===== config.mk =====
export PLATFORM = sky130hd
export DESIGN_NAME = ifetch_ir
export DESIGN_NICKNAME = d
export VERILOG_FILES = /design/src/rtl/ifetch_pkg.sv /design/src/rtl/ifetch_ir_pc_next_sel.sv /design/src/rtl/ifetch_ir.sv
export SDC_FILE = /design/constraint.sdc
export NUM_CORES = 1
export LEC_CHECK = 0
export ABC_AREA = 1
export BUFFER_PORTS_ARGS = -buffer_cell sky130_fd_sc_hd__buf_2
export CAP_MARGIN = 30
export CORE_MARGIN = 2
export CORE_UTILIZATION = 51
export CTS_CLUSTER_SIZE = 8
export DETAILED_ROUTE_END_ITERATION = 10
export GPL_ROUTABILITY_DRIVEN = 1
export PLACE_DENSITY = 0.93
export SLEW_MARGIN = 20
export SYNTH_ARGS = -nofsm -noshare
export SYNTH_HDL_FRONTEND = slang
export SYNTH_SLANG_ARGS = --single-unit

===== constraint.sdc =====
create_clock -name clk -period 5.6 [get_ports clk]
set_clock_uncertainty 0.2 [all_clocks]
set_input_delay 0.28 -clock clk [delete_from_list [all_inputs] [get_ports clk]]
set_output_delay 0.28 -clock clk [all_outputs]
set_load 0.03 [all_outputs]

===== src/rtl/ifetch_pkg.sv =====
// Shared types and constants for the instruction-fetch / IR block.
// Used by ifetch_ir and pc_next_sel.
package ifetch_pkg;

    typedef enum logic [1:0] {
        S_REQ   = 2'b00,
        S_VALID = 2'b01,
        S_FAULT = 2'b10
    } state_e;

    localparam logic [1:0] PCS_SEQ = 2'b00;
    localparam logic [1:0] PCS_BR  = 2'b01;
    localparam logic [1:0] PCS_JMP = 2'b10;

    localparam logic [31:0] NOP_INST = 32'h0000_0013;

    localparam int OPC_LSB = 2;
    localparam int OPC_MSB = 6;
    localparam int F3_LSB  = 12;
    localparam int F3_MSB  = 14;
    localparam int F7_BIT  = 30;

    function automatic logic [31:0] word_align(input logic [31:0] addr);
        return {addr[31:2], 2'b00};
    endfunction

endpackage


===== src/rtl/ifetch_ir_pc_next_sel.sv =====
// Next-PC selection: sequential (+4, wrapping), branch or jump target,
// always returned word-aligned.
module pc_next_sel
    import ifetch_pkg::*;
(
    input  logic [31:0] pc_i,
    input  logic [1:0]  pc_source_i,
    input  logic [31:0] branch_target_i,
    input  logic [31:0] jump_target_i,
    output logic [31:0] next_pc_o
);

    // Select the next fetch address from the control-unit source code
    always_comb begin
        next_pc_o = word_align(pc_i + 32'd4);
        case (pc_source_i)
            PCS_SEQ:        next_pc_o = word_align(pc_i + 32'd4);
            PCS_BR:         next_pc_o = word_align(branch_target_i);
            PCS_JMP, 2'b11: next_pc_o = word_align(jump_target_i);
            default:        next_pc_o = word_align(jump_target_i);
        endcase
    end

endmodule


===== src/rtl/ifetch_ir.sv =====
// Instruction fetch FSM with PC and instruction register.
// Optional fetch watchdog enabled by defining IFETCH_TIMEOUT_EN.
module ifetch_ir
    import ifetch_pkg::*;
#(
    parameter logic [31:0] RESET_PC       = 32'h0000_0000,
    parameter int          TIMEOUT_CYCLES = 255
) (
    input  logic        clk,
    input  logic        reset,
    input  logic        PCEN,
    input  logic [1:0]  PCSource,
    input  logic [31:0] branch_target,
    input  logic [31:0] jump_target,
    input  logic [31:0] mem_data_in,
    input  logic        MIO_ready,
    output logic        mem_req,
    output logic [31:0] mem_addr,
    output logic [31:0] IR,
    output logic [4:0]  OPcode,
    output logic [2:0]  Fun3,
    output logic        Fun7,
    output logic [31:0] PC_out,
    output logic        inst_valid,
    output logic        ill_inst,
    output logic        ifault
);

    // The watchdog counter is 8 bits wide, so the limit must fit in it.
    if (TIMEOUT_CYCLES < 1 || TIMEOUT_CYCLES > 255) begin : g_bad_timeout
        $error("ifetch_ir: TIMEOUT_CYCLES must be in 1..255");
    end

    state_e      state_q, state_d;
    logic [31:0] pc_q, pc_d;
    logic [31:0] ir_q, ir_d;
    logic [31:0] pc_out_q, pc_out_d;
    logic [31:0] next_pc_s;

`ifdef IFETCH_TIMEOUT_EN
    localparam logic [7:0] TMO_LAST = 8'(TIMEOUT_CYCLES - 1);
    logic [7:0] cnt_q, cnt_d;
`endif

    pc_next_sel u_pc_next_sel (
        .pc_i            (pc_q),
        .pc_source_i     (PCSource),
        .branch_target_i (branch_target),
        .jump_target_i   (jump_target),
        .next_pc_o       (next_pc_s)
    );

    // State, PC and IR registers
    always_ff @(posedge clk or posedge reset) begin
        if (reset) begin
            state_q  <= S_REQ;
            pc_q     <= RESET_PC;
            ir_q     <= NOP_INST;
            pc_out_q <= RESET_PC;
        end else begin
            state_q  <= state_d;
            pc_q     <= pc_d;
            ir_q     <= ir_d;
            pc_out_q <= pc_out_d;
        end
    end

`ifdef IFETCH_TIMEOUT_EN
    // Watchdog counter register
    always_ff @(posedge clk or posedge reset) begin
        if (reset) begin
            cnt_q <= 8'd0;
        end else begin
            cnt_q <= cnt_d;
        end
    end
`endif

    // Next-state logic: fetch on MIO_ready, advance on PCEN, all else held
    always_comb begin
        state_d  = state_q;
        pc_d     = pc_q;
        ir_d     = ir_q;
        pc_out_d = pc_out_q;
`ifdef IFETCH_TIMEOUT_EN
        cnt_d    = cnt_q;
`endif
        case (state_q)
            S_REQ: begin
                if (MIO_ready) begin
                    ir_d     = mem_data_in;
                    pc_out_d = pc_q;
                    state_d  = S_VALID;
`ifdef IFETCH_TIMEOUT_EN
                    cnt_d    = 8'd0;
`endif
                end else begin
`ifdef IFETCH_TIMEOUT_EN
                    if (cnt_q == TMO_LAST) begin
                        state_d = S_FAULT;
                    end else begin
                        cnt_d = cnt_q + 8'd1;
                    end
`else
                    state_d = S_REQ;
`endif
                end
            end
            S_VALID: begin
                if (PCEN) begin
                    pc_d    = next_pc_s;
                    state_d = S_REQ;
`ifdef IFETCH_TIMEOUT_EN
                    cnt_d   = 8'd0;
`endif
                end else begin
                    state_d = S_VALID;
                end
            end
            default: begin
                // Fault is terminal when the watchdog exists; otherwise an
                // unexpected encoding recovers by refetching.
`ifdef IFETCH_TIMEOUT_EN
                state_d = S_FAULT;
`else
                state_d = S_REQ;
`endif
            end
        endcase
    end

    assign mem_req    = (state_q == S_REQ);
    assign inst_valid = (state_q == S_VALID);
    assign mem_addr   = pc_q;
    assign IR         = ir_q;
    assign PC_out     = pc_out_q;
    assign OPcode     = ir_q[OPC_MSB:OPC_LSB];
    assign Fun3       = ir_q[F3_MSB:F3_LSB];
    assign Fun7       = ir_q[F7_BIT];
    assign ill_inst   = inst_valid && (ir_q[1:0] != 2'b11);

`ifdef IFETCH_TIMEOUT_EN
    assign ifault = (state_q == S_FAULT);
`else
    assign ifault = 1'b0;
`endif

endmodule


# After elaboration in Yosys (flattened, before gate mapping)
# Cells that the tools add are included.
[totals]
regBits = 98
output_inout_bits = 109
word_cells = 20
[classes]
add_sub_neg = 1
n_eq_ne = 5
mux = 4
n_reduce_logical = 6
[op_table]
columns = ["operator", "count"]
rows = [
  ["32-bit one-hot mux with 3 select lines", 1],
  ["32-bit by 3-bit adder with 32-bit output (second input constant)", 1],
  ["2-bit by 1-bit == test with 1-bit output (second input constant)", 2],
  ["2-bit == test (second input constant)", 2],
  ["2-bit zero test", 2],
  ["2-bit one-hot mux with 2 select lines", 1],
  ["2-bit AND reduction", 2],
  ["1-bit two-way mux", 2],
  ["2-bit inequality test (second input constant)", 1],
  ["2-bit OR reduction", 1],
  ["1-bit logical AND", 1],
]

# Longest topological paths before layout
# Gate-level depths: netlist of run 1.
[logic_depth]
word_depth = 3
mapped_depth = 10

# Hierarchy
# From an unflattened synthesis of run 1, not the netlist that was laid out.
[hier_totals]
cells_unflattened = 736
hier_area_um2 = 5477.8
[modules_own_cells]
columns = ["mod", "n_inst", "cells_per_inst", "area_each_um2", "seq_area_each_um2"]
rows = [
  ["ifetch_ir", 1, 434, 3955.0, 2431.1],
  ["pc_next_sel", 1, 302, 1522.7, 0.0],
]

# Worst setup path before layout of run 1
# No wires, ideal clock.
[synth_timing]
path_kind = "register -> register"
start = "register pc_q[3] (netlist: mem_addr[3])"
end = "register pc_q[26] (netlist: mem_addr[26])"
setup_time_ns = 0.123
t_arrival_ns = 1.488
path_slack_ns = 3.790
path_stages_with_launch = 11
path_buffers = 0
period_less_slack_ns = 1.810
cell_sequence = "dfrtp_1 > ha_1 > nand2_2 > nor2_8 > nand2_4 > nor2_8 > nand2_1 > nand2_1 > nand2_1 > nand2_1 > a21oi_2"
[synth_between]
elab_chain_cells = 2
[synth_lines]
columns = ["element", "line_no", "source"]
rows = [
  ["from (decl)", "ifetch_ir.sv:35", "logic [31:0] pc_q, pc_d;"],
  ["from (signal assigned)", "ifetch_ir.sv:62", "pc_q <= pc_d;"],
  ["32-bit by 3-bit adder with 32-bit output", "ifetch_ir_pc_next_sel.sv:17", "PCS_SEQ: next_pc_o = word_align(pc_i + 32'd4);"],
  ["32-bit one-hot mux with 3 select lines", "ifetch_ir_pc_next_sel.sv:16", "case (pc_source_i)"],
]
# No other way between the ends. The select of a mux whose other input is x is not followed.
# A chain may end at the register's enable or synchronous reset.

# Final worst setup path of run 1
[layout_timing]
start = "input PCEN"
end = "register pc_q[13] (netlist: mem_addr[13])"
[layout_between]
elab_chain_cells = 1
[layout_lines]
columns = ["element", "line_no", "source"]
rows = [
  ["from (decl)", "ifetch_ir.sv:11", "input logic PCEN,"],
  ["2-bit AND reduction (no source line)", "n/a", ""],
]
# No other way between the ends.

==> flow_metrics.tcl, run 1 <==
set metrics [dict create \
    fmax_mhz 377 \
    finalMaxSlewViolations 0 \
    synth_area_um2 5000 \
    num_rows 36 \
    finish.instance_area_um2 6620 \
    cts.path.max_buffers 2 \
    grt_pass1_wl_um 24200 \
    vias 5040 \
    cap_violations 0 \
    ctsResizeCount 0 \
    grt_antenna_before_repair 0 \
    die_h_um 103 \
    min_path_type "in -> reg" \
    insertion_delay_ps 370 \
    endpoint_kind "flip-flop" \
    fin_crit_sh 0.473 \
    coreArea_um2 9640 \
    finalPower_uw 2820 \
    start_util 0.519 \
    dieArea_um2 10600 \
    power.share.clock 0.182 \
    synthTopCellsByArea "dfrtp_1, nand2_1, mux2_2" \
    place_congestion 0.810 \
    hold_violations 0 \
    critical_path_required_ps 5660 \
    dr.pass1.iters 5 \
    yosys.cell_count.top_type "nand2_1" \
    netlist_instances 592 \
    die_width_um 103 \
    synth_common_cells "nand2_1, dfrtp_1, nor2_1" \
    status "complete, no violations" \
    rr_startpoint "state_q[0]" \
    finalSetupTns_ps 0 \
    area_delta_synth_final_pct 32.2 \
    io_pins 211 \
    power_frac_seq 0.376 \
    tritoncts "built" \
    power_switching_uw 1320 \
    pwr-share-comb 0.442 \
    synthArstFlopShare 1.00 \
    p_leak_uw 0.00332 \
    report.final.setup_viol 0 \
    min-delay-start "branch_target[4]" \
    grtUsageTotal 0.301 \
    intPower_uw 1500 \
    cp.arrival_ps 2710 \
    drt-wirelength-per-cell_um 17.4 \
    post-cts-setup-buffers 0 \
    cts_max_level 3 \
    synth_flop_cell "dfrtp_1" \
    postRouteAntennaNets 0 \
    via_per_inst 5.34 \
    yosysWarnings 0 \
    p_sw_frac 0.467 \
    start_kind "input port" \
    avgSynthCellArea_um2 8.45 \
    criticalPathCategory "in -> reg" \
    clock_sinks 93 \
    placed_cell_area_um2 5990 \
    synth_top_area_share 0.450 \
    grt_start_max_net_pins 88 \
    drt_drc_violations_left 0 \
    rsz0062_at_grt "false" \
    grt_pass1_vias 4753 \
    relSlewSlack 0.522 \
    fin_nets 909 \
    antenna_cells 0 \
    ir_worst_vdd_uv 178 \
    tightest_slew_ps 717 \
    place_hpwl_um 10500 \
    min_period_ps 2650 \
    drive_gt1_frac 0.376 \
    port-buffer-count 201 \
    synth_edf_count 0 \
    crit_start "PCEN" \
    cts_root_buf "clkbuf_8" \
    postCtsHoldBufs 36 \
    yosys.area.top_type "dfrtp_1" \
    drt_iter0_drc 315 \
    overflow 0 \
    power_density_nw_per_um2 426 \
    path_clk_slew_ps 100 \
    yosysSeqAreaShare 0.466 \
    cts_buffers 9 \
    synth.distinct_cells 31 \
    synth-seq-cells 93 \
    critPathMaxFanout 28 \
    finalWirelength_um 16500 \
]
-- logic make-up (layout without fill, tap and decap cells) --
| family | count (synthesis) | count (layout) | synth area share |
|---|---|---|---|
| compound gates | 89 | 89 | 0.101 |
| simple gates | 281 | 281 | 0.253 |
| mux | 38 | 38 | 0.0855 |
| other cells | 1 | 5 | 0.000749 |
| buf+inv | 80 | 295 | 0.0745 |
| fa+ha+maj | 1 | 1 | 0.00250 |
| flops | 93 | 93 | 0.466 |
| xor+xnor | 9 | 9 | 0.0173 |
-- power groups by stage --
stage	clock, µW	sequential, µW	combinational, µW
after floorplan	0	1410	482
after global placement	0	1040	1180
after detailed placement	0	1050	1200
after CTS	509	1040	1230
after global routing	541	1090	1340
final	514	1060	1250
-- sequential cells by signal, indices dropped and copies added (netlist names) --
signal,cells
IR,32
PC_out,30
mem_addr,30
state_q,1
-- worst max-delay path: stages --
cell,delay [ps]
dlygate4sd3_1,510
buf_2,100
nand2_1,300
inv_1,640
buf_4,430
nand2_1,90
a31oi_1,230
a21oi_1,110
-- metrics by stage --
stage                      util  hold WS (ps)  cells  worst slack, ps
after global placement    0.622           184    890             3080
after global routing      0.687          9.18    944             2830
after floorplan               -           192    596             2700
after detailed placement  0.622           199    890             3010
after CTS                 0.682          6.77    942             2980
final                     0.687          5.84    944             2950
-- worst paths after layout --
check | endpoint | slack, ps | cells past startpoint
max | mem_addr[13] | 2950 | 8
min | mem_addr[4] | 6 | 3
min reg2reg | PC_out[6] | 290 | 2
min in group asynchronous | IR[9] | 370 | 3
max reg2reg | mem_addr[13] | 3080 | 6
max in group asynchronous | PC_out[26] | 3790 | 4
-- cell type report --
| cell class | instances | area (µm²) |
|---|---|---|
| inverter | 37 | 141 |
| clock buffer | 10 | 128 |
| tap | 133 | 166 |
| timing repair buffer | 242 | 1430 |
| multi-input combinational | 423 | 2330 |
| sequential | 93 | 2330 |
| clock inverter | 6 | 93.8 |
| fill | 783 | 3020 |
-- placed cells by master, fill, tap and decap left out --
cell type,instances
a211oi_1,1
a21oi_1,26
a21oi_2,4
a22oi_1,1
a31oi_1,21
a32oi_1,3
a41oi_1,1
and2_1,3
and3_1,1
buf_16,1
buf_2,201
buf_4,3
buf_8,1
bufinv_16,2
clkbuf_1,1
clkbuf_8,9
clkinv_1,1
clkinvlp_4,1
conb_1,5
dfrtp_1,90
dfstp_2,3
dlygate4sd3_1,36
ha_1,1
inv_1,34
inv_2,1
inv_4,1
inv_6,3
mux2_2,38
nand2_1,166
nand2_2,15
nand2_4,2
nand3_1,29
nor2_1,44
nor2_2,9
nor2_4,8
nor2_8,2
nor4_1,2
o21ai_0,32
xor2_1,8
xor2_2,1
-- per-layer routing --
metal,wire (µm),global-route usage,vias to the layer above
li1,-,-,2334
met2,8080,0.497,276
met3,1430,0.0725,61
met4,675,0.155,0
met5,0,0,-
met1,6270,0.366,2369
Power figures use the tool's default switching activity.
==> run 2, diff against run 1 <==
--- a/config.mk
+++ b/config.mk
@@ -5,15 +5,15 @@
 export SDC_FILE = /design/constraint.sdc
 export NUM_CORES = 1
 export LEC_CHECK = 0
-export ABC_AREA = 1
+export ABC_AREA = 0
 export BUFFER_PORTS_ARGS = -buffer_cell sky130_fd_sc_hd__buf_2
 export CAP_MARGIN = 30
 export CORE_MARGIN = 2
-export CORE_UTILIZATION = 51
+export CORE_UTILIZATION = 48
 export CTS_CLUSTER_SIZE = 8
 export DETAILED_ROUTE_END_ITERATION = 10
 export GPL_ROUTABILITY_DRIVEN = 1
-export PLACE_DENSITY = 0.93
+export PLACE_DENSITY = 0.9
 export SLEW_MARGIN = 20
 export SYNTH_ARGS = -nofsm -noshare
 export SYNTH_HDL_FRONTEND = slang
==> constraint.sdc (replaced) <==
create_clock -name clk -period 2.5 [get_ports clk]
set_clock_uncertainty 0.2 [all_clocks]
set_input_delay 0.125 -clock clk [delete_from_list [all_inputs] [get_ports clk]]
set_output_delay 0.125 -clock clk [all_outputs]
set_load 0.03 [all_outputs]
==> flow_metrics.tcl, run 2 <==
set metrics [dict create \
    status "complete, no violations" \
    path_clk_slew_ps 90 \
    num_rows 36 \
    fin_crit_sh 0.965 \
    port-buffer-count 201 \
    synth_area_um2 4820 \
    overflow 0 \
    p_sw_frac 0.450 \
    min_period_ps 2410 \
    use_met2 0.503 \
    via_per_inst 5.84 \
    yosys.cell_count.top_type "dfrtp_1" \
    grt_antenna_before_repair 0 \
    synth_top_area_share 0.467 \
    ir_worst_vdd_uv 533 \
    mostFrequentLayoutCells "buf_2, dfrtp_1, dlygate4sd3_1, mux2_2, nand2_1" \
    grt_pass1_vias 5034 \
    placed_cell_area_um2 5910 \
    final_common_cell "buf_2" \
    power_frac_seq 0.392 \
    criticalPathCategory "reg -> reg" \
    die_width_um 104 \
    finalSetupTns_ps 0 \
    power_switching_uw 2850 \
    seq_area_um2 2330 \
    dieArea_um2 10900 \
    hold_violations 0 \
    endpoint_kind "flip-flop" \
    finalMaxSlewViolations 0 \
    insertion_delay_ps 360 \
    antenna_cells 0 \
    synthTopCellsByArea "dfrtp_1, mux2_2, o21ai_0" \
    avgSynthCellArea_um2 10.8 \
    area_delta_synth_final_pct 43.3 \
    start_util 0.493 \
    synthArstFlopShare 1.00 \
    cts.path.max_buffers 2 \
    cts_root_buf "clkbuf_8" \
    drt_drc_violations_left 0 \
    drt-wirelength-per-cell_um 18.6 \
    grt_use_met3 0.0514 \
    power.share.clock 0.161 \
    relSlewSlack 0.554 \
    io_pins 211 \
    worst_hold_slack_ps 4.70 \
    grt_start_max_net_pins 49 \
    largest_reg_flops 32 \
    drt_iter0_drc 350 \
    start_kind "flip-flop" \
    coreArea_um2 9770 \
    fill_cells 703 \
    report.final.setup_viol 0 \
    cp.arrival_ps 2460 \
    top_usage_layer "met2" \
    critical_path_required_ps 2540 \
    tightest_slew_ps 668 \
    postRouteAntennaNets 0 \
    use_met1 0.359 \
    synth.distinct_cells 59 \
    yosys.area.top_type "dfrtp_1" \
    rsz0062_at_grt "false" \
    grtUsageTotal 0.294 \
    vias 4956 \
    finalWirelength_um 15800 \
    place_hpwl_um 10100 \
    p_leak_uw 0.00315 \
    finalPower_uw 6320 \
    grt_pass1_wl_um 25700 \
    drive_gt1_frac 0.434 \
    place_congestion 0.879 \
    fmax_mhz 415 \
    yosysSeqAreaShare 0.483 \
    die_h_um 104 \
    pwr-share-comb 0.446 \
    synth_flop_cell "dfrtp_1" \
    tritoncts "built" \
    synth_edf_count 0 \
    yosysWarnings 0 \
    multi_input_area_um2 2270 \
    critPathMaxFanout 11 \
    netlist_instances 447 \
    cts_max_level 3 \
    power_density_nw_per_um2 915 \
    min_path_type "in -> reg" \
    intPower_uw 3480 \
    post-cts-setup-buffers 0 \
    synth-seq-cells 93 \
    synth_common_cells "dfrtp_1, mux2_2, nand2_1" \
    cts_buffers 9 \
    cap_violations 0 \
    dr.pass1.iters 5 \
    fin_nets 814 \
    finish.instance_area_um2 6910 \
    clock_sinks 93 \
]
run 2: changes by cell type after synthesis, moves of 13 or more:
cell	previous run	this run
nand2_1	167	30
inv_1	36	6
a31oi_1	21	2
mux2_2	38	62
nand2_2	15	0
a21oi_1	26	12
nor2_1	45	23
nand3_1	29	16
run 2: power groups by stage:
stage	Sequential (µW)	Clock [µW]	Combinational, µW
after floorplan	3370	0	945
after global placement	2430	0	2620
after CTS	2450	1030	2800
after detailed placement	2480	0	2680
after global routing	2560	1080	2970
final	2480	1020	2820
run 2: layout make-up:
type / count / area share
Tap cell: 133 / 0.0241
Inverter: 6 / 0.00380
Timing Repair Buffer: 294 / 0.279
Clock buffer: 11 / 0.0190
Multi-Input combinational cell: 307 / 0.328
Sequential cell: 93 / 0.338
Clock inverter: 5 / 0.00869
run 2: path summary, 6_finish.rpt:
kind / start / to / slack (ps) / cells after the start
min in group asynchronous: reset / PC_out[31] / 200 / 3
max in group asynchronous: reset / IR[0] / 1200 / 4
max: state_q[0] / mem_addr[27] / 90 / 6
min reg2reg: PC_out[29] / PC_out[29] / 310 / 1
min: branch_target[3] / mem_addr[3] / 5 / 5
max reg2reg: state_q[0] / mem_addr[27] / 90 / 6
run 2: kinds of logic after synthesis:
family          share of synthesized area
other cells                      0.000777
flops                               0.483
mux                                 0.153
fa+ha+maj                         0.00259
buf+inv                            0.0534
simple gates                        0.160
compound gates                      0.147
run 2: per-layer routing:
metal | wire length, µm | up-vias
li1 | - | 2204
met1 | 6040 | 2394
met2 | 7910 | 310
met3 | 1250 | 48
met4 | 574 | 0
met5 | 0 | -
run 2: stage by stage:
step / util / std cells / worst slack, ps
floorplan: - / 451 / 284
global placement: 0.605 / 753 / 374
detailed placement: 0.605 / 753 / 273
CTS: 0.706 / 849 / 83.2
global route: 0.707 / 849 / 14.1
finish: 0.707 / 849 / 88.2
run 2: critical path, cell delays in order, from the launching register on:
cell,delay (ps)
dfrtp_1,520
and2_1,490
buf_4,260
o2111ai_1,110
dlygate4sd3_1,570
o21ai_0,70
a211oi_1,60
run 2: timing repair:
action                                  4_1_cts  5_1_grt
endpoints found under the setup margin        0        3
endpoints found under the hold margin        87        0
hold buffers                                 80        0
gates resized for setup                       0        4
==> run 3, diff against run 2 <==
--- a/config.mk
+++ b/config.mk
@@ -9,11 +9,12 @@
 export BUFFER_PORTS_ARGS = -buffer_cell sky130_fd_sc_hd__buf_2
 export CAP_MARGIN = 30
 export CORE_MARGIN = 2
-export CORE_UTILIZATION = 48
+export CORE_UTILIZATION = 49
+export CTS_BUF_LIST = sky130_fd_sc_hd__clkbuf_2 sky130_fd_sc_hd__clkbuf_4 sky130_fd_sc_hd__clkbuf_8
 export CTS_CLUSTER_SIZE = 8
 export DETAILED_ROUTE_END_ITERATION = 10
 export GPL_ROUTABILITY_DRIVEN = 1
-export PLACE_DENSITY = 0.9
+export PLACE_DENSITY = 0.91
 export SLEW_MARGIN = 20
 export SYNTH_ARGS = -nofsm -noshare
 export SYNTH_HDL_FRONTEND = slang
==> flow_metrics.tcl, run 3 (synthesis gave the netlist of run 2 again) <==
set metrics [dict create \
    status "complete, no violations" \
    mostFrequentLayoutCells "buf_2, dfrtp_1, dlygate4sd3_1, mux2_2, nand2_1" \
    cts_root_buf "clkbuf_8" \
    num_rows 36 \
    vias 4877 \
    overflow 0 \
    largest_reg_flops 32 \
    clock_sinks 93 \
    finalMaxSlewViolations 0 \
    start_kind "flip-flop" \
    cap_violations 0 \
    drt_iter0_drc 402 \
    critPathMaxFanout 21 \
    criticalPathCategory "reg -> reg" \
    min_path_type "in -> reg" \
    tritoncts "built" \
    rrSetupSlack_ps 160 \
    ir_worst_vdd_uv 533 \
    min-delay-start "branch_target[27]" \
    fin_crit_sh 0.935 \
    p_leak_uw 0.00316 \
    cts_buffers 9 \
    drt-wirelength-per-cell_um 18.4 \
    port-buffer-count 201 \
    reg2reg_depth 5 \
    finalSetupTns_ps 0 \
    drt_drc_violations_left 0 \
    min_to "mem_addr[27]" \
    place_hpwl_um 10100 \
    tightest_slew_ps 519 \
    path_clk_slew_ps 90 \
    post-route-worst-setup-slack_ps 164 \
    cts_max_level 3 \
    critical_path_required_ps 2550 \
    fill_cells 644 \
    dieArea_um2 10700 \
    pre_cts_ws_ps 323 \
    power_density_nw_per_um2 913 \
    drive_gt1_frac 0.438 \
    cts.path.max_buffers 2 \
    insertion_delay_ps 370 \
    die_h_um 103 \
    post-cts-setup-buffers 0 \
    area_delta_synth_final_pct 43.7 \
    grtUsageTotal 0.287 \
    hold_violations 0 \
    finalPower_uw 6330 \
    finalWirelength_um 15700 \
    rsz0062_at_grt "false" \
    hold_path_depth 5 \
    relSlewSlack 0.651 \
    postRouteAntennaNets 0 \
    fin_nets 815 \
    report.final.setup_viol 0 \
    fmax_mhz 428 \
    grt_pass1_wl_um 23300 \
    min_period_ps 2340 \
    place_congestion 0.895 \
    io_pins 211 \
    endpoint_kind "flip-flop" \
    grt_antenna_before_repair 0 \
    grt_pass1_vias 4660 \
    grt_start_max_net_pins 60 \
    coreArea_um2 9680 \
    rr_startpoint "state_q[0]" \
    final_common_cell "buf_2" \
    die_width_um 103 \
    via_per_inst 5.73 \
    cp.arrival_ps 2390 \
    dr.pass1.iters 5 \
    timing.rr.end "mem_addr[4]" \
    start_util 0.498 \
]
[run 3: cell types whose count changed in the layout (fill, tap and decap cells not counted), sizes merged]
| cell | previous run | this run |
|---|---|---|
| buf | 214 | 215 |
| clkinvlp | 2 | 4 |
| diode | 0 | 1 |
| clkbuf | 11 | 9 |
[run 3: routing by layer]
layer  vias to the layer above  wire length, µm  global-route usage  share of wire
met2                       269             7940               0.493           0.51
met5                         -                0                   0              0
met1                      2369             6160               0.360           0.39
met4                         0              372               0.113          0.024
li1                       2202                -                   -              -
met3                        37             1220              0.0544          0.078
[run 3: critical path: stages (launching register included)]
cell and delay, ps:
dfrtp_1 510, nand2_1 350, buf_4 330, o21ai_0 180, o31ai_1 100, dlygate4sd3_1 560
[run 3: layout make-up]
cell class                 count  area, µm²  area share
sequential                    93       2330       0.337
clock inverter                 7       75.1      0.0108
timing repair buffer         295       1940       0.279
tap                          133        166      0.0240
multi-input combinational    307       2270       0.327
clock buffer                   9        124      0.0179
inverter                       6       26.3     0.00379
antenna                        1       2.50    0.000361
[run 3: worst max-delay path by stage]
stage | start | endpoint | slack (ps) | depth (start not counted)
3_3_place_gp | mem_addr[2] | mem_addr[26] | 410 | 5
2_1_floorplan | mem_addr[2] | mem_addr[22] | 280 | 5
6_report | state_q[0] | mem_addr[4] | 160 | 5
3_5_place_dp | mem_addr[2] | mem_addr[12] | 320 | 5
4_1_cts | mem_addr[4] | mem_addr[11] | 100 | 6
5_1_grt | mem_addr[3] | mem_addr[8] | 10 | 6
[run 3: timing repair]
action / 4_1_cts / 5_1_grt
endpoints found under the setup margin: 0 / 4
hold buffers: 80 / 0
endpoints found under the hold margin: 152 / 0
gates resized for setup: 0 / 4
[run 3: power by group]
group	switching, µW	internal, µW
Sequential	484	2000
Combinational	1800	1010
Clock	567	465
[run 3: metrics by stage]
step	utilization	area, µm²	hold WS (ps)	cells
floorplan	-	4840	50.0	451
CTS	0.714	6920	2.71	850
global placement	0.611	5920	22.5	754
detailed placement	0.611	5920	29.1	754
global route	0.716	6930	27.6	850
finish	0.716	6930	10.9	851
